`src/rtl/pp_pkg.sv`:
```
// Shared types and constants for the post-process capture sequencer.
package pp_pkg;

  typedef enum logic [3:0] {
    StIdle,
    StFill,
    StHdr0,
    StHdr1,
    StHdr2,
    StHdr3,
    StRdIssue,
    StRdWait,
    StTxHi,
    StTxLo,
    StDone
  } pp_state_e;

  localparam logic [7:0] HDR_SYNC0 = 8'hA5;
  localparam logic [7:0] HDR_SYNC1 = 8'h5A;

endpackage

```
`src/rtl/pp_word_serializer.sv`:
```
// Holds one 16-bit buffer word and presents it as two bytes, high byte first.
module pp_word_serializer (
  input  logic        i_clk,
  input  logic        i_rst_n,
  input  logic        i_load,
  input  logic [15:0] i_word,
  input  logic        i_hi_en,
  input  logic        i_lo_en,
  output logic        o_valid,
  output logic [7:0]  o_data
);

  logic [15:0] r_word;

  always_ff @(posedge i_clk) begin
    if (!i_rst_n) begin
      r_word <= '0;
    end else if (i_load) begin
      r_word <= i_word;
    end
  end

  always_comb begin
    o_valid = i_hi_en | i_lo_en;
    o_data  = 8'h00;
    if (i_hi_en) begin
      o_data = r_word[15:8];
    end else if (i_lo_en) begin
      o_data = r_word[7:0];
    end
  end

endmodule

```
`src/rtl/pp_capture_sequencer.sv`:
```
// Capture buffer FILL/DRAIN sequencer feeding a byte-wide UART handshake.
// Optional frame header per drain when PP_FRAME_HEADER_EN is defined.
module pp_capture_sequencer
  import pp_pkg::*;
#(
  parameter int unsigned WR_AW  = 7,
  parameter int unsigned RD_AW  = 9,
  parameter int unsigned RD_LAT = 1
) (
  input  logic             i_clk,
  input  logic             i_rst_n,
  input  logic             i_start,
  input  logic             i_stop,
  input  logic             i_sample_valid,
  output logic             o_buf_wr_en,
  output logic [WR_AW-1:0] o_buf_wr_addr,
  output logic             o_buf_rd_en,
  output logic [RD_AW-1:0] o_buf_rd_addr,
  input  logic [15:0]      i_buf_rd_data,
  output logic             o_tx_valid,
  output logic [7:0]       o_tx_data,
  input  logic             i_tx_ready,
  output logic             o_draining,
  output logic             o_busy,
  output logic             o_done,
  output logic             o_overflow
);

  localparam int unsigned     LatW    = (RD_LAT > 1) ? $clog2(RD_LAT) : 1;
  localparam int unsigned     Shift   = RD_AW - WR_AW;
  localparam logic [LatW-1:0] LatLast = LatW'(RD_LAT - 1);
  localparam logic [RD_AW:0]  RdFull  = {1'b1, {RD_AW{1'b0}}};
`ifdef PP_FRAME_HEADER_EN
  localparam pp_state_e DrainEntry = StHdr0;
`else
  localparam pp_state_e DrainEntry = StRdIssue;
`endif

  pp_state_e        r_state, w_state_d;
  logic [WR_AW-1:0] r_wr_addr, w_wr_addr_d;
  logic [WR_AW:0]   r_wr_cnt, w_wr_cnt_d;
  logic [RD_AW-1:0] r_rd_addr, w_rd_addr_d;
  logic [RD_AW:0]   r_rd_max, w_rd_max_d;
  logic [LatW-1:0]  r_lat_cnt, w_lat_cnt_d;
  logic             r_stop, w_stop_d;
  logic             r_overflow, w_overflow_d;

  logic             w_busy, w_stop_now, w_wr_fire;
  logic [WR_AW:0]   w_cnt_next;
  logic [RD_AW:0]   w_rd_next;
  logic             w_load, w_hi_en, w_lo_en;
  logic             w_hdr_valid;
  logic [7:0]       w_hdr_data;
  logic             w_ser_valid;
  logic [7:0]       w_ser_data;
`ifdef PP_FRAME_HEADER_EN
  logic [15:0]      w_rd_max16;
  assign w_rd_max16 = 16'(r_rd_max);
`endif

  always_ff @(posedge i_clk) begin
    if (!i_rst_n) begin
      r_state    <= StIdle;
      r_wr_addr  <= '0;
      r_wr_cnt   <= '0;
      r_rd_addr  <= '0;
      r_rd_max   <= '0;
      r_lat_cnt  <= '0;
      r_stop     <= 1'b0;
      r_overflow <= 1'b0;
    end else begin
      r_state    <= w_state_d;
      r_wr_addr  <= w_wr_addr_d;
      r_wr_cnt   <= w_wr_cnt_d;
      r_rd_addr  <= w_rd_addr_d;
      r_rd_max   <= w_rd_max_d;
      r_lat_cnt  <= w_lat_cnt_d;
      r_stop     <= w_stop_d;
      r_overflow <= w_overflow_d;
    end
  end

  assign w_busy     = (r_state != StIdle) && (r_state != StDone);
  assign w_stop_now = r_stop | i_stop;
  assign w_wr_fire  = (r_state == StFill) & i_sample_valid;
  assign w_cnt_next = r_wr_cnt + (WR_AW + 1)'(w_wr_fire);
  assign w_rd_next  = {1'b0, r_rd_addr} + (RD_AW + 1)'(1);

  always_comb begin
    w_state_d    = r_state;
    w_wr_addr_d  = r_wr_addr;
    w_wr_cnt_d   = r_wr_cnt;
    w_rd_addr_d  = r_rd_addr;
    w_rd_max_d   = r_rd_max;
    w_lat_cnt_d  = r_lat_cnt;
    w_stop_d     = r_stop;
    w_overflow_d = r_overflow;
    w_load       = 1'b0;
    w_hi_en      = 1'b0;
    w_lo_en      = 1'b0;
    w_hdr_valid  = 1'b0;
    w_hdr_data   = 8'h00;
    o_buf_rd_en  = 1'b0;

    if (i_stop && w_busy) begin
      w_stop_d = 1'b1;
    end
    // Samples only land in FILL; anything else after a start is lost data.
    if (i_sample_valid && (r_state != StIdle) && (r_state != StFill)) begin
      w_overflow_d = 1'b1;
    end

    unique case (r_state)
      StIdle, StDone: begin
        if (i_start) begin
          w_state_d    = StFill;
          w_wr_addr_d  = '0;
          w_wr_cnt_d   = '0;
          w_overflow_d = 1'b0;
          w_stop_d     = 1'b0;
        end
      end
      StFill: begin
        if (w_wr_fire) begin
          w_wr_addr_d = r_wr_addr + WR_AW'(1);
          w_wr_cnt_d  = w_cnt_next;
        end
        if (w_wr_fire && (r_wr_addr == {WR_AW{1'b1}})) begin
          w_rd_max_d = RdFull;
          w_state_d  = DrainEntry;
        end else if (w_stop_now) begin
          if (w_cnt_next == '0) begin
            w_state_d = StDone;
            w_stop_d  = 1'b0;
          end else begin
            w_rd_max_d = (RD_AW + 1)'(w_cnt_next) << Shift;
            w_state_d  = DrainEntry;
          end
        end
      end
`ifdef PP_FRAME_HEADER_EN
      StHdr0: begin
        w_hdr_valid = 1'b1;
        w_hdr_data  = HDR_SYNC0;
        if (i_tx_ready) w_state_d = StHdr1;
      end
      StHdr1: begin
        w_hdr_valid = 1'b1;
        w_hdr_data  = HDR_SYNC1;
        if (i_tx_ready) w_state_d = StHdr2;
      end
      StHdr2: begin
        w_hdr_valid = 1'b1;
        w_hdr_data  = w_rd_max16[15:8];
        if (i_tx_ready) w_state_d = StHdr3;
      end
      StHdr3: begin
        w_hdr_valid = 1'b1;
        w_hdr_data  = w_rd_max16[7:0];
        if (i_tx_ready) w_state_d = StRdIssue;
      end
`endif
      StRdIssue: begin
        o_buf_rd_en = 1'b1;
        w_lat_cnt_d = '0;
        w_state_d   = StRdWait;
      end
      StRdWait: begin
        if (r_lat_cnt == LatLast) begin
          w_load    = 1'b1;
          w_state_d = StTxHi;
        end else begin
          w_lat_cnt_d = r_lat_cnt + LatW'(1);
        end
      end
      StTxHi: begin
        w_hi_en = 1'b1;
        if (i_tx_ready) w_state_d = StTxLo;
      end
      StTxLo: begin
        w_lo_en = 1'b1;
        if (i_tx_ready) begin
          if (w_rd_next == r_rd_max) begin
            w_rd_addr_d = '0;
            if (w_stop_now) begin
              w_state_d = StDone;
              w_stop_d  = 1'b0;
            end else begin
              w_state_d   = StFill;
              w_wr_addr_d = '0;
              w_wr_cnt_d  = '0;
            end
          end else begin
            w_rd_addr_d = w_rd_next[RD_AW-1:0];
            w_state_d   = StRdIssue;
          end
        end
      end
      default: w_state_d = StIdle;
    endcase
  end

  pp_word_serializer u_ser (
    .i_clk   (i_clk),
    .i_rst_n (i_rst_n),
    .i_load  (w_load),
    .i_word  (i_buf_rd_data),
    .i_hi_en (w_hi_en),
    .i_lo_en (w_lo_en),
    .o_valid (w_ser_valid),
    .o_data  (w_ser_data)
  );

  assign o_buf_wr_en   = w_wr_fire;
  assign o_buf_wr_addr = r_wr_addr;
  assign o_buf_rd_addr = r_rd_addr;
  assign o_tx_valid    = w_hdr_valid | w_ser_valid;
  assign o_tx_data     = w_hdr_valid ? w_hdr_data : w_ser_data;
  assign o_draining    = r_state inside {StHdr0, StHdr1, StHdr2, StHdr3,
                                         StRdIssue, StRdWait, StTxHi, StTxLo};
  assign o_busy        = w_busy;
  assign o_done        = (r_state == StDone);
  assign o_overflow    = r_overflow;

endmodule

```
`config.mk`:
```
export PLATFORM = sky130hd
export DESIGN_NAME = pp_capture_sequencer
export DESIGN_NICKNAME = d
export VERILOG_FILES = /design/src/rtl/pp_pkg.sv /design/src/rtl/pp_word_serializer.sv /design/src/rtl/pp_capture_sequencer.sv
export SDC_FILE = /design/constraint.sdc
export NUM_CORES = 1
export LEC_CHECK = 0
export ABC_CLOCK_PERIOD_IN_PS = 4700
export CAP_MARGIN = 5
export CELL_PAD_IN_SITES_DETAIL_PLACEMENT = 0
export CELL_PAD_IN_SITES_GLOBAL_PLACEMENT = 1
export CORE_AREA = 4 4 109 111
export DETAILED_ROUTE_END_ITERATION = 10
export DIE_AREA = 0 0 113 115
export PLACE_DENSITY_LB_ADDON = 0.1
export SYNTH_ARGS = -nofsm -noshare
export SYNTH_HDL_FRONTEND = slang
export SYNTH_SLANG_ARGS = --single-unit
```
`constraint.sdc`:
```
create_clock -name i_clk -period 4.7 [get_ports i_clk]
set_clock_uncertainty 0.1 [all_clocks]
set_input_delay 0.705 -clock i_clk [delete_from_list [all_inputs] [get_ports i_clk]]
set_output_delay 0.705 -clock i_clk [all_outputs]
set_load 0.01 [all_outputs]
```
[After elaboration in Yosys (flattened, before gate mapping)]
Index checks and enable logic that the tools add are counted.
Word-level totals
  output and inout port bits: 31
  word-level logic and storage cells: 103
  input port bits: 22
  register bits: 57
Cells by class
  add/subtract/negate cells: 4
  equal/unequal tests: 23
  reduce and logical (&&, ||, !) cells: 17
  bitwise logic cells: 3
  muxes and demuxes: 47
Operators with widths (count)
  $mux 8: 7
  $mux 4: 9
  $mux 7: 5
  $mux 10: 3
  $pmux 4 s6: 1
  $pmux 8 s3: 1
  $pmux 7 s3: 1
  $mux 1: 17
  $eq 4x3->1 const B: 4
  $ne 2x2->1 const B: 8
  $eq 4x4->1 const B: 3
  $add 9x1->10 const B: 1
  $eq 10x10->1: 1
  $mux 9: 1
  $add 8x1->8: 1
  $eq 4x2->1 const B: 2
  $logic_not 8->1: 1
  $reduce_bool 8->1: 1
  $add 7x1->7 const B: 1
  $eq 7x7->1 const B: 1
  $reduce_and 6->1: 1
  $logic_and 1x1->1: 5
  $reduce_and 5->1: 1
  $eq 4x1->1 const B: 1
  other kinds (15): 17

[Longest topological paths before layout]
Gate-level depths: netlist (run 1).
  depth after elaboration: 8
  mapped depth: 12
  gate-level depth less buffers: 10

[Modules after synthesis]
Synthesis (run 1) repeated with hierarchy kept, for this count alone.
Second synthesis, totals
  cell total of the unflattened synthesis: 435
  area total of the unflattened synthesis: 3430.8 um2
By module, submodules not included
  pp_capture_sequencer: instances 1, area each 2700.1 um2, seq. area each 760.7 um2, cells each 357
  pp_word_serializer: instances 1, area each 730.7 um2, seq. area each 320.3 um2, cells each 78

[Least setup slack after synthesis (run 1)]
No wires, ideal clock.
  kind: reg2reg
  start point: reg r_state[2]
  end point: reg r_rd_max[9]
  data required time: 4505 ps
  period minus slack after synthesis: 2893 ps
  buffers on the path: 2
  library setup time: 95 ps
  stages on the path, launching flop included: 13
  arrival time: 2698 ps
  setup slack: 1807 ps
  cells stage by stage: dfxtp_1 > buf_2 > nor4b_4 > nand2_1 > inv_2 > ha_1 > clkbuf_1 > nand3_1 > o2111ai_1 > nand3_1 > a21oi_1 > o21ai_2 > a221oi_1
Between the ends
  longest elaborated chain between the ends: 6
  elaborated cells on any way between the ends: 11
  classes of those cells: 1 x add/sub; 2 x eq/ne; 3 x mux; 1 x bitwise; 4 x reduce/logical
Ends and longest elaborated chain
  start: declaration: RTL line pp_capture_sequencer.sv:39  | pp_state_e r_state, w_state_d;
  start signal: assignment: RTL line pp_capture_sequencer.sv:63  | r_state <= StIdle;
  start signal: assignment: RTL line pp_capture_sequencer.sv:72  | r_state <= w_state_d;
  $eq 4x1->1 (*): RTL line pp_capture_sequencer.sv:85  | assign w_wr_fire = (r_state == StFill) & i_sample_valid;
  $and 1x1->1 (*): RTL line pp_capture_sequencer.sv:85
  named net o_buf_wr_en: RTL line pp_capture_sequencer.sv:15  | output logic o_buf_wr_en,
  $add 8x1->8: RTL line pp_capture_sequencer.sv:86  | assign w_cnt_next = r_wr_cnt + (WR_AW + 1)'(w_wr_fire);
  $logic_not 8->1 or $mux 10 (tied branches): RTL line pp_capture_sequencer.sv:132  | if (w_cnt_next == '0) begin
  $ne 2x2->1 (no source line) or $mux 10 (tied branches)
  $reduce_and 3->1 (no source line) or $mux 10 (tied branches)
  end signal: assignment: RTL line pp_capture_sequencer.sv:76  | r_rd_max <= w_rd_max_d;
  end: declaration: RTL line pp_capture_sequencer.sv:43  | logic [RD_AW:0] r_rd_max, w_rd_max_d;
Mark *: on every way through the listed nets, which the timed path passes. The rest lies on a longest branch. The select of a mux whose other input is x is not followed.
A chain may end at the register's enable or synchronous reset.

[Worst setup path after layout (run 1)]
  start point: in i_sample_valid
  end point: reg r_rd_max[9]
Between the ends
  longest elaborated chain between the ends: 5
  elaborated cells on any way between the ends: 10
  classes of those cells: 1 x add/sub; 1 x eq/ne; 3 x mux; 1 x bitwise; 4 x reduce/logical
Ends and longest elaborated chain
  start: declaration: RTL line pp_capture_sequencer.sv:14  | input logic i_sample_valid,
  $and 1x1->1 (*): RTL line pp_capture_sequencer.sv:85
  $add 8x1->8: RTL line pp_capture_sequencer.sv:86
  $logic_not 8->1 or $mux 10 (tied branches): RTL line pp_capture_sequencer.sv:132
  $ne 2x2->1 (no source line) or $mux 10 (tied branches)
  $reduce_and 3->1 (no source line) or $mux 10 (tied branches)
Mark *: on every way between the ends. The rest lies on a longest branch, timed or not. The select of a mux whose other input is x is not followed.

==> impl_metrics.yaml, run 1 <==
drt:
  vias_per_cell: 5.145
  wirelength_mm: 9.177
  via_count: 3128
  drt_iter0_drc: 133
  drcViolationCount: 0
  dr.pass1.iters: 4
  ant_nets: 0
  routedWlPerCell_um: 15.09
synthesis:
  synth_xor_area_frac: 0.05501
  yosysUniqueCellTypes: 53
  synth_compound_area_frac: 0.2075
  synth_edf_count: 0
  synthMuxAreaShare: 0.05344
  synth_simple_gate_area_share: 0.2778
  synthAdderAreaFrac: 0.01572
  syn_nets: 453
  dominantRegCellSynth: "dfxtp_1"
  synth_seq_cells: 54
  synth_area_um2: 3184
  async_reset_ff_frac: 0
  synth_warnings: 0
  synth_top_family_by_area: "simple AND/OR/NAND/NOR gates"
  ys_seq_area_frac: 0.3395
  postSynthCellCount: 427
  synth.avg_cell_area_um2: 7.457
setup_path:
  critPathLaunch: "i_sample_valid"
  cp.arrival_ps: 3530
  path_max_fanout: 12
  cp-end-kind: "flop"
  rrSetupSlack_ps: 1380
  crit_required_ps: 4830
  r2r-start: "r_state[2]$_SDFFE_PN0P_"
  crit_end: "r_rd_max[9]$_SDFFE_PN0P_"
  r2r_cells: 10
  cp-start-kind: "input port"
  reg2reg_to: "r_rd_max[9]$_SDFFE_PN0P_"
  worstSetupPathType: "input port to flop"
timing:
  rsz0062_at_grt: "no"
  fin_crit_sh: 0.7240
  worst_slack_ps: 1297
  drv_slew: 0
  hold_viol: 0
  relSlewSlack: 0.3260
  tightest_slew_ps: 1007
  setup_viol: 0
  period_needed_ps: 3403
  setup_tns_ps: 0
  fmax_ghz: 0.2939
clocking:
  cts_buffers: 5
  cts_sinks: 54
  clk_pin_slew_worst_paths_ps: 110
  cts_buffer_depth: 2
  post-cts-setup-buffers: 0
  cts_tree: "done"
  root_buffer: "clkbuf_8"
  cts_resized: 0
  insertion_delay_ps: 310
  cts_max_level: 2
  postCtsHoldBufs: 0
power:
  power_density_nw_per_um2: 331.0
  ir_drop_uv: 158.7
  p_leak_nw: 1.335
  power.total_mw: 1.296
floorplanning:
  core-area_um2: 10790
  row_count: 38
  fp.dieW_um: 113
  fp.dieArea_um2: 13000
  io_pins: 53
  die_height_um: 115
  start_util: 0.2950
cells_and_area:
  final_common_cell: "nand2_1"
  area_growth_pct: 22.99
  num_antenna_cells: 0
  drive_gt1_frac: 0.05556
  finalNonFillerCells: 608
  final_cell_mix: "nand2_1 (79), dfxtp_1 (54), clkdlybuf4s50_1 (52)"
  nNetsFinal: 493
  finish.utilization: 0.3629
worst_hold_path:
  hp-class: "flop to flop"
grt:
  grt_pass1_vias: 3046
  grt_pass1_wl_mm: 15.27
  grt_max_degree: 42
  grt_use_total: 0.1427
  grt_antenna_before_repair: 0
  grt-ovfl-total: 0
placement:
  gp_congestion: 0.8211
  portBuffers: 52
  place_ws_ps: 927.2
  dp_hpwl_mm: 6.489
  placedCellCount: 600
run:
  drv_cap: 0
status:
  status: "finished clean"
[report_power, final]
part           internal, mW  total [mW]  switching (mW)
clock network         0.136       0.303           0.167
logic                 0.194       0.492           0.298
registers             0.475       0.502          0.0267
total                 0.805        1.30           0.491
[metal layers]
metal | vias to the layer above | global-route usage | routed length, um
li1 | 1586 | - | -
met1 | 1467 | 0.2042 | 4736
met2 | 64 | 0.2192 | 3978
met3 | 11 | 0.02526 | 341
met4 | 0 | 0.04327 | 121
met5 | - | 0 | 0
[worst max-delay path: stages]
cell	delay [ps]
clkdlybuf4s50_1	560
nand2_1	320
inv_2	230
ha_1	330
nand3_1	210
o2111ai_1	260
nand3_1	160
a21oi_1	240
o21ai_2	200
a221oi_1	310
[cell usage after synthesis, types with 2 or more instances]
| library cell | number | share of area |
|---|---|---|
| nand2_1 | 79 | 0.093 |
| dfxtp_1 | 54 | 0.34 |
| a21oi_1 | 41 | 0.064 |
| nor2_1 | 36 | 0.042 |
| o21ai_0 | 28 | 0.044 |
| nand3_1 | 22 | 0.035 |
| mux2i_1 | 17 | 0.053 |
| nor3_1 | 17 | 0.027 |
| clkbuf_1 | 15 | 0.018 |
| xnor2_1 | 15 | 0.041 |
| inv_1 | 10 | 0.012 |
| buf_2 | 7 | 0.011 |
| o22ai_1 | 6 | 0.012 |
| a211oi_1 | 5 | 0.012 |
| and3_1 | 5 | 0.0098 |
| o211ai_1 | 5 | 0.012 |
| xor2_1 | 5 | 0.014 |
| a31oi_1 | 4 | 0.0079 |
| ha_1 | 4 | 0.016 |
| and2_1 | 3 | 0.0059 |
| and4_1 | 3 | 0.0083 |
| nand4_1 | 3 | 0.0059 |
| nor4_1 | 3 | 0.0059 |
| o2111ai_1 | 3 | 0.0083 |
| and3b_1 | 2 | 0.0055 |
| buf_1 | 2 | 0.0024 |
| buf_6 | 2 | 0.0071 |
| nand3_2 | 2 | 0.0063 |
| o21a_1 | 2 | 0.0047 |
| o21ai_1 | 2 | 0.0031 |
| or2_2 | 2 | 0.0039 |
| or3_1 | 2 | 0.0039 |
[through the flow]
step	cell area, um2	hold slack, ps
floorplan	3184	335.7
detailed placement	3811	348.7
global placement	3811	344.8
global route	3916	387.2
finish	3916	361.1
CTS	3916	364.2
[kinds of logic (layout without fill, tap and decap cells)]
kind of cell / Yosys count / after routing
xor+xnor: 20 / 20
buf+inv: 37 / 78
mux: 17 / 17
fa+ha+maj: 4 / 4
compound gates: 108 / 108
flops: 54 / 54
simple gates: 187 / 187
[registers in the layout, indices dropped and copies added (netlist names)]
name	cells
u_ser.r_word	16
o_buf_rd_addr	9
r_rd_max	8
r_wr_cnt	8
o_buf_wr_addr	7
r_state	4
o_overflow	1
r_stop	1
[cell type report]
cell class | count | area, um2
timing repair buffer | 59 | 573.1
clock inverter | 1 | 8.758
fill | 1180 | 6877
tap | 140 | 175.2
clock buffer | 7 | 96.34
sequential | 54 | 1081
inverter | 11 | 41.29
multi-input combinational | 336 | 1941
[worst min-delay path by stage]
stage / from / to / cells after the start
after global placement: u_ser.r_word[8]$_SDFFE_PN0P_ / u_ser.r_word[8]$_SDFFE_PN0P_ / 2
final: u_ser.r_word[4]$_SDFFE_PN0P_ / u_ser.r_word[4]$_SDFFE_PN0P_ / 2
after global routing: u_ser.r_word[9]$_SDFFE_PN0P_ / u_ser.r_word[9]$_SDFFE_PN0P_ / 2
after CTS: u_ser.r_word[9]$_SDFFE_PN0P_ / u_ser.r_word[9]$_SDFFE_PN0P_ / 2
after floorplan: u_ser.r_word[10]$_SDFFE_PN0P_ / u_ser.r_word[10]$_SDFFE_PN0P_ / 2
after detailed placement: u_ser.r_word[11]$_SDFFE_PN0P_ / u_ser.r_word[11]$_SDFFE_PN0P_ / 2
Note: power is estimated with default switching activity, not from simulation.
==> inputs of run 2 (changes only) <==
- ABC_CLOCK_PERIOD_IN_PS: 4700 -> 2900
- clock period: 4.7 -> 2.9 ns (I/O delays scaled with it)
==> run 2 against run 1 <==
Effect of this change:
- total power rose by 68%
- via count rose by 0.58%
- die area did not move
- highest routed layer unchanged
- critical path type is now flop to primary output
- critical path depth fell by 4
- sequential share of layout area fell by 0.78 points
- non-clock buffer count rose by 15
- utilization rose by 1.1 points
- count of clock-buffer cells in the layout fell by 2
- routed wire length rose by 1.4%
- flip-flop and latch count did not move
- first-iteration DRC count rose by 71%
==> impl_metrics.yaml, run 2 (synthesized netlist as in run 1, its figures left out) <==
status:
  status: "finished clean"
cells_and_area:
  area_growth_pct: 26.56
  num_antenna_cells: 0
  finish.utilization: 0.3734
  final-seq-area_um2: 1081
  final_common_cell: "nand2_1"
  multi_input_area_um2: 1941
  drive_gt1_frac: 0.08489
  final_cell_mix: "nand2_1 (79), dfxtp_1 (54), clkdlybuf4s50_1 (52)"
  finalNonFillerCells: 623
  max_flop_register: "u_ser.r_word"
  nNetsFinal: 508
  num-fill-cells: 1146
  largest_reg_flops: 16
floorplanning:
  fp.dieW_um: 113
  core-area_um2: 10790
  row_count: 38
  fp.dieArea_um2: 13000
  io_pins: 53
  die_height_um: 115
  start_util: 0.2950
power:
  power_density_nw_per_um2: 541.8
  ir_drop_uv: 288.4
  p_leak_nw: 1.403
clocking:
  cts_resized: 0
  cts_buffers: 5
  cts_sinks: 54
  clk_pin_slew_worst_paths_ps: 110
  postCtsHoldBufs: 0
  post-cts-setup-buffers: 0
  insertion_delay_ps: 320
  cts_buffer_depth: 2
  root_buffer: "clkbuf_8"
  cts_max_level: 2
  cts_tree: "done"
worst_hold_path:
  hp-start: "u_ser.r_word[12]$_SDFFE_PN0P_"
  min_path_cells: 2
  hold_path_end: "u_ser.r_word[12]$_SDFFE_PN0P_"
  hp-class: "flop to flop"
setup_path:
  crit_family: "buffers and inverters"
  crit_buf_inv: 3
  worstSetupPathType: "flop to primary output"
  reg2reg_to: "r_rd_max[4]$_SDFFE_PN0P_"
  crit_chain: "buf_4, inv_1, nor2_1, nand2_1, nor2_1, clkdlybuf4s50_1"
  cp-start-kind: "flop"
  path_common_cell: "nor2_1"
  slowest_delay_ps: 620
  r2r_cells: 11
  critPathSlowestCell: "clkdlybuf4s50_1"
  rrSetupSlack_ps: 310
  path_max_fanout: 7
  cp.arrival_ps: 2180
  crit_required_ps: 2370
  cp-end-kind: "primary output"
  r2r-start: "r_state[2]$_SDFFE_PN0P_"
grt:
  grt_max_degree: 41
  grt_pass1_vias: 3006
  grt_antenna_before_repair: 0
  grt_pass1_wl_mm: 15.45
  grt-ovfl-total: 0
  grt_use_total: 0.1457
placement:
  placedCellCount: 615
  dp_hpwl_mm: 6.726
  place_ws_ps: 145.8
  gp_congestion: 0.7507
  portBuffers: 52
drt:
  drcViolationCount: 0
  vias_per_cell: 5.050
  ant_nets: 0
  routedWlPerCell_um: 14.93
  dr.pass1.iters: 6
  drt_iter0_drc: 227
  via_count: 3146
  wirelength_mm: 9.302
timing:
  tightest_slew_ps: 711.1
  relSlewSlack: 0.5246
  period_needed_ps: 2716
  worst_slack_ps: 183.7
  setup_tns_ps: 0
  drv_slew: 0
  rsz0062_at_grt: "no"
  hold_viol: 0
  fmax_ghz: 0.3681
  fin_crit_sh: 0.9367
  setup_viol: 0
run:
  drv_cap: 0
-- run 2: changes by cell type in the layout (fill, tap and decap cells not counted) --
cell,previous run,this run
inv_6,0,1
buf_12,0,1
clkinvlp_4,0,1
buf_4,7,21
clkbuf_8,7,5
-- run 2: per-stage QoR --
stage	instance area (um2)	total power [mW]	hold WS, ps
final	4030	2.183	359.9
after global routing	4030	2.332	379.0
after CTS	4030	2.221	362.9
after detailed placement	3936	1.749	346.2
after global placement	3936	1.757	343.0
after floorplan	3184	1.386	335.7
-- run 2: routing by layer --
layer	part of all wire	global-route usage	wire, um	up-vias
met2	0.44	0.2208	4116	52
met4	0.0080	0.03446	74	0
met5	0	0	0	-
li1	-	-	-	1615
met1	0.51	0.2148	4767	1471
met3	0.037	0.02579	345	8
-- run 2: layout make-up --
| cell class | instances | share of cell area |
|---|---|---|
| multi-input cells | 336 | 0.4815 |
| clock buffers | 5 | 0.01708 |
| repair buffers | 74 | 0.1732 |
| flip-flops and latches | 54 | 0.2682 |
| well taps | 140 | 0.04346 |
| clock inverters | 3 | 0.006209 |
| inverters | 11 | 0.01025 |
-- run 2: how the worst max path moves through the flow --
stage | start | endpoint | slack [ps] | cells past startpoint
3_5_place_dp | i_sample_valid | r_rd_max[5]$_SDFFE_PN0P_ | 150 | 11
4_1_cts | r_state[1]$_SDFFE_PN0P_ | o_buf_rd_en | 190 | 6
2_1_floorplan | r_state[2]$_SDFFE_PN0P_ | r_rd_max[9]$_SDFFE_PN0P_ | 7 | 12
6_report | r_state[1]$_SDFFE_PN0P_ | o_buf_rd_en | 180 | 6
5_1_grt | r_state[2]$_SDFFE_PN0P_ | r_rd_max[3]$_SDFFE_PN0P_ | 8 | 11
3_3_place_gp | i_sample_valid | r_rd_max[8]$_SDFFE_PN0P_ | 220 | 11
-- run 2: tightest hold or removal path, cell delays in order (launching register included) --
cell	delay (ps)
dfxtp_1	320
nand2_1	50
a21oi_1	50
-- run 2: where the power goes --
group	switching, mW	internal, mW
sequential	0.0223	0.770
combinational	0.532	0.402
clock	0.282	0.175
==> inputs of run 3 (changes only) <==
- CORE_AREA: 4 4 109 111 -> 2 2 107 109
- DIE_AREA: 0 0 113 115 -> 0 0 109 111
- HOLD_SLACK_MARGIN: unset -> 0.05
==> run 3 against run 2 <==
Effect of this change:
- total power rose by 7.4%
- critical endpoint unchanged
- utilization fell by 0.37 points
- sequential power barely moved
- fmax rose by 0.31%
- hold slack got worse by 6.8 ps
- highest routed layer unchanged
- sequential share of layout area fell by 0.43 points
- setup slack improved by 8.3 ps
- clock power rose by 37%
==> impl_metrics.yaml, run 3 (synthesized netlist as in run 1, its figures left out) <==
clocking:
  post-cts-setup-buffers: 0
  clk_pin_slew_worst_paths_ps: 70
  postCtsHoldBufs: 0
  insertion_delay_ps: 290
  cts_resized: 0
  root_buffer: "clkbuf_16"
  cts_buffer_depth: 2
  cts_buffers: 5
  cts_tree: "done"
  cts_max_level: 2
  cts_sinks: 54
setup_path:
  cp-start-kind: "flop"
  cp-end-kind: "primary output"
  crit_required_ps: 2370
  r2r-start: "r_state[2]$_SDFFE_PN0P_"
  cp.arrival_ps: 2170
  worstSetupPathType: "flop to primary output"
  path_max_fanout: 7
  critPathLaunch: "r_state[1]$_SDFFE_PN0P_"
placement:
  dp_hpwl_mm: 6.815
  gp_congestion: 0.8317
  place_ws_ps: 108.4
  portBuffers: 52
  placedCellCount: 619
power:
  p_int_mw: 1.511
  pwr-share-comb: 0.395
  power_density_nw_per_um2: 572.4
  power.total_mw: 2.344
  clockPowerShare: 0.267
  p_seq_frac: 0.338
  ir_drop_uv: 241.7
  p_leak_nw: 1.437
  p_switching_mw: 0.8336
  switching_share: 0.3556
timing:
  hold_viol: 0
  drv_slew: 0
  tightest_slew_ps: 671.3
  setup_viol: 0
  rsz0062_at_grt: "no"
  relSlewSlack: 0.5512
  period_needed_ps: 2708
  worst_slack_ps: 192.0
  fmax_ghz: 0.3693
  fin_crit_sh: 0.9338
  setup_tns_ps: 0
floorplanning:
  fp.dieArea_um2: 12100
  die_height_um: 111
  start_util: 0.2875
  io_pins: 53
  fp.dieW_um: 109
  row_count: 39
  core-area_um2: 11080
cells_and_area:
  drive_gt1_frac: 0.08471
  finish.utilization: 0.3697
  nNetsFinal: 509
  final_cell_mix: "nand2_1 (79), dfxtp_1 (54), clkdlybuf4s50_1 (52)"
  final_common_cell: "nand2_1"
  max_flop_register: "u_ser.r_word"
  area_growth_pct: 28.61
  largest_reg_flops: 16
  num_antenna_cells: 0
  finalNonFillerCells: 627
drt:
  drt_iter0_drc: 123
  dr.pass1.iters: 4
  ant_nets: 0
  drcViolationCount: 0
  routedWlPerCell_um: 14.88
  wirelength_mm: 9.329
  vias_per_cell: 4.987
  via_count: 3127
grt:
  grt-ovfl-total: 0
  grt_use_total: 0.1601
  grt_pass1_vias: 3113
  grt_max_degree: 41
  grt_pass1_wl_mm: 15.51
  grt_antenna_before_repair: 0
worst_hold_path:
  hp-class: "flop to flop"
  hp-start: "u_ser.r_word[7]$_SDFFE_PN0P_"
run:
  drv_cap: 0
status:
  status: "finished clean"
## run 3: changes by cell type in the layout (fill, tap and decap cells not counted)
cell        previous run  this run
inv_6                  1         0
clkbuf_1               0         1
clkinvlp_4             1         0
clkinv_4               1         0
clkbuf_16              0         5
clkinv_2               0         1
clkbuf_8               5         1
buf_4                 21        22
## run 3: metrics by stage
step / instance area, um2 / hold slack (ps)
floorplan: 3184 / 335.7
global placement: 3948 / 344.2
global route: 4095 / 377.4
finish: 4095 / 353.1
detailed placement: 3948 / 347.1
CTS: 4095 / 357.5
## run 3: worst max-delay path, stage by stage, from the launching register on
cell	delay, ps
dfxtp_1	390
buf_4	170
inv_1	70
nor2_1	190
nand2_1	140
nor2_1	320
clkdlybuf4s50_1	610
## run 3: area by class of cell
type	instances	area, um2
inverter	11	41.29
tap	143	178.9
clock inverter	1	5.005
timing repair buffer	75	705.7
clock buffer	7	142.6
sequential	54	1081
multi-input combinational	336	1941
fill	1170	6982
## run 3: path summary, 6_finish.rpt
path	endpoint	slack [ps]	cells past startpoint
min reg2reg	u_ser.r_word[7]$_SDFFE_PN0P_	350	2
max reg2reg	r_rd_max[2]$_SDFFE_PN0P_	280	11
max	o_buf_rd_en	190	6
min	u_ser.r_word[7]$_SDFFE_PN0P_	350	2
## run 3: per-layer routing
layer  wire length, um  GRT usage  vias to the layer above
met3               194    0.02293                        6
met1              4353     0.2086                     1459
met2              4656     0.2737                       43
li1                  -          -                     1619
met4               124    0.04103                        0
met5                 0          0                        -
## run 3: power by group through the flow
stage                     clock network (mW)  logic, mW  registers, mW
final                                  0.626      0.926          0.793
after global routing                   0.673       1.02          0.797
after CTS                              0.655      0.941          0.793
after detailed placement                   0      0.938          0.810
after global placement                     0      0.947          0.810
after floorplan                            0      0.582          0.804
==> variant 1 (flow settings as in run 2) <==
Change the parameter `RD_LAT` from 1 to 2.
--- a/src/rtl/pp_capture_sequencer.sv
+++ b/src/rtl/pp_capture_sequencer.sv
@@ -5,7 +5,7 @@
 #(
   parameter int unsigned WR_AW  = 7,
   parameter int unsigned RD_AW  = 9,
-  parameter int unsigned RD_LAT = 1
+  parameter int unsigned RD_LAT = 2
 ) (
   input  logic             i_clk,
   input  logic             i_rst_n,
Check against the original RTL: not equivalent (Yosys sat finds a counterexample within 10 cycles, from zero or initial values and one cycle with i_rst_n low).
==> variant 1 against run 2 <==
  * Area after synthesis decreased by 1.2%
  * Setup slack gained 40 ps
  * Total power up 7.7%
  * Worst hold slack got worse by 1.9 ps
  * Sequential cell count up 1
  * Via count fell by 5.1%
  * Design area up 2.3%
  * Routed wire length is 4.3% lower
  * Global-route usage shrank 0.79 points
  * Core utilization rose by 0.87 points
  * Largest cell class unchanged
==> variant 1: results (changes against run 2) <==
Post-Place Cell Area 3970 um2 (+0.73%); sequential share of the synthesized area 35.0% (+1.1 points); met3 GRT Util 2.74% (+0.16 points); CP max FO 13 (+6); Adder-Cell Fraction of Synth Area 1.59% (+0.019 points); Placer Congestion 0.834 (+11%); compound-cell area share of the yosys netlist 18.1% (-2.6 points); layout cell share with drive strength beyond 1 10.7% (+2.2 points); Post-Synthesis Cells 399 (-6.6%); sequential cell area 1100 um2 (+1.9%); clock sinks 55 (+1.9%); met2 wire length 3990 um (-3.1%); Sw Ratio 33.3% (-5.0 points); HPWL Detailed 6720 um (about the same); largest net degree at the start of global routing 24 (-41%); Area contributors post-synth dfxtp_1 (35%), nand2_1 (7.9%), mux2i_1 (5.4%); synth cell count leaders nand2_1 (66), dfxtp_1 (55), nor2_1 (42); placed cells 599 (-2.6%); status finished clean; Leak 1.39 nW (-0.62%); peak supply drop 0.000286 V (-0.95%); multi-input gates 314 (-6.5%); total power 2.35 mW (+7.7%); buffering overhead 17.2% (-0.15 points); synth unique cells 60 (+13%)
variant 1: cell types whose count changed after synthesis, sizes merged, moves of 7 or more:
cell	run 2	this run
a21oi	41	33
nand2	79	66
nand3	24	9
nor2	36	43
nor3	17	9
o21ai	31	14
xor2	5	13
variant 1: worst paths after layout:
path / end / start / cells after the start / slack [ps]
worst max register to register: r_rd_max[4] / r_state[2] / 10 / 240
worst min register to register: u_ser.r_word[11] / u_ser.r_word[11] / 2 / 360
worst max-delay path: o_buf_rd_en / r_state[1] / 5 / 220
worst min-delay path: u_ser.r_word[11] / u_ser.r_word[11] / 2 / 360
variant 1: logic make-up (layout without fill, tap and decap cells):
group | after synthesis | after routing
simple gates | 177 | 177
mux | 18 | 18
compound gates | 85 | 85
xor+xnor | 30 | 30
buf+inv | 30 | 98
flops | 55 | 55
fa+ha+maj | 4 | 4
variant 1: tightest hold or removal path: cells and delay by family, from the launching register on:
kind | cells | cell delay [ps]
AOI/OAI and AO/OA | 1 | 50
DFF | 1 | 320
and+or+nand+nor | 1 | 50
==> variant 2 (settings of run 2) <==
Made on the original files. `r_wr_addr` and `r_rd_addr` no longer have a reset.
--- a/src/rtl/pp_capture_sequencer.sv
+++ b/src/rtl/pp_capture_sequencer.sv
@@ -61,23 +61,24 @@
   always_ff @(posedge i_clk) begin
     if (!i_rst_n) begin
       r_state    <= StIdle;
-      r_wr_addr  <= '0;
       r_wr_cnt   <= '0;
-      r_rd_addr  <= '0;
       r_rd_max   <= '0;
       r_lat_cnt  <= '0;
       r_stop     <= 1'b0;
       r_overflow <= 1'b0;
     end else begin
       r_state    <= w_state_d;
-      r_wr_addr  <= w_wr_addr_d;
       r_wr_cnt   <= w_wr_cnt_d;
-      r_rd_addr  <= w_rd_addr_d;
       r_rd_max   <= w_rd_max_d;
       r_lat_cnt  <= w_lat_cnt_d;
       r_stop     <= w_stop_d;
       r_overflow <= w_overflow_d;
     end
+  end
+
+  always_ff @(posedge i_clk) begin
+    r_wr_addr <= w_wr_addr_d;
+    r_rd_addr <= w_rd_addr_d;
   end
 
   assign w_busy     = (r_state != StIdle) && (r_state != StDone);
Function: differs if i_rst_n is asserted again (counterexample within 4 cycles, from zero or initial values and one cycle with i_rst_n low); with i_rst_n held inactive, the same outputs for 10 cycles.
==> variant 2 against run 2 <==
  * Setup slack got worse by 5.1 ps
  * Routed wire length fell by 3.9%
  * Core utilization is 2.3 points higher
  * Critical endpoint is now r_rd_max[4]
  * Sequential cell count is the same
  * Highest routed layer unchanged
  * Total power is 24% higher
  * Area after synthesis decreased by 0.51%
  * Design area up 6.2%
  * First-iteration DRC count fell by 24%
==> variant 2: results (changes against run 2) <==
CP max FO 13 (+6); Net Count, Synth 409 (-9.7%); Post-Place Cell Area 4130 um2 (+4.9%); peak supply drop 0.000257 V (-11%); final core occ 39.7% (+2.3 points); max incr delay on CP 670 ps (+50 ps); HPWL Detailed 6620 um (-1.6%); Placer Congestion 0.854 (+14%); status finished clean; CP Class flop to flop; DRT Pass-1 Iters 5 (-1); WP data arrival 2800 ps (+620 ps); r2r setup slk 180 ps (-130 ps); grt met1 use 19.8% (-1.6 points); FF-to-FF End r_rd_max[4]; Pint 1.72 mW (+28%); layout cell share with drive strength beyond 1 16.3% (+7.9 points); Clock Latency Late Sink 300 ps (-20 ps); power share of the clock group 17.6% (-3.4 points); Leak 1.49 nW (+6.1%); first-pass GRT wire length 15100 um (-2.4%); Worst slew margin 64.6% (+12 points); Detailed Route Iter0 Violations 173 (-24%); vias in the first global route 2989 (-0.57%); met2 wire length 4070 um (-1.2%); combinational cell power 1.25 mW (+34%); Net count, final 485 (-4.5%); worst reg2reg path depth 9 (-2); WL met1 4510 um (-5.3%); Met3 Routed Length 299 um (-13%); CP Launch Point r_state[3]; met2 Usage GRT 23.1% (+1.0 points); synth unique cells 57 (+7.5%); Sw Ratio 36.6% (-1.7 points); Worst path slowest cell or4_1; met3 GRT Util 2.79% (+0.21 points); Post-synth EDFFs 16 (+16); vias per inst 4.84 (-4.2%); Area contributors post-synth dfxtp_1 (24%), edfxtp_1 (15%), nand2_1 (6.6%); largest net degree at the start of global routing 19 (-54%); total track usage 14.3% (-0.31 points); synth cell count leaders nand2_1 (56), nor2_1 (51), dfxtp_1 (38); ys async rst share 0% (unchanged); final wirelength 8940 um (-3.9%)
variant 2: worst min path at each step:
| stage | from | endpoint | slack, ps | cells after the start |
|---|---|---|---|---|
| after floorplan | u_ser.r_word[10] | u_ser.r_word[10] | 340 | 2 |
| after global placement | u_ser.r_word[13] | u_ser.r_word[13] | 340 | 2 |
| after detailed placement | u_ser.r_word[14] | u_ser.r_word[14] | 350 | 2 |
| after CTS | u_ser.r_word[14] | u_ser.r_word[14] | 360 | 2 |
| after global routing | u_ser.r_word[11] | u_ser.r_word[11] | 390 | 2 |
| final | u_ser.r_word[11] | u_ser.r_word[11] | 360 | 2 |
variant 2: worst max-delay path: cells and delay by family, from the launching register on:
| family | cells | cell delay (ps) |
|---|---|---|
| mux | 1 | 180 |
| simple gates | 4 | 1400 |
| compound gates | 2 | 250 |
| buf+inv | 2 | 340 |
| flops | 1 | 320 |
variant 2: timing repair:
item                       4_1_cts  5_1_grt
gates resized for setup          0       12
setup endpoints to repair        0       33
hold endpoints to repair         0        0
variant 2: final cells by class:
class / instances / area, um2
sequential: 54 / 1240
clock buffer: 6 / 93.8
timing repair buffer: 93 / 857
multi-input combinational: 296 / 1870
inverter: 8 / 30.0
fill: 1110 / 6510
tap: 140 / 175
clock inverter: 2 / 10.0
variant 2: cell families after synthesis:
family                     count (synthesis)  share of synthesized area, %
adders and majority gates                  5                          1.97
muxes                                     19                          6.04
and+or+nand+nor                          176                          26.2
xor gates and xnor gates                  21                          6.28
buffers and inverters                     32                          4.23
DFF                                       54                          39.2
AOI/OAI and AO/OA                         75                          16.1
variant 2: metrics by stage:
step	hold WS (ps)	setup WS, ps	std cells
CTS	364	49.9	599
floorplan	336	19.5	382
global route	386	34.4	599
detailed placement	348	-93.9	591
finish	361	179	599
global placement	344	-44.3	591
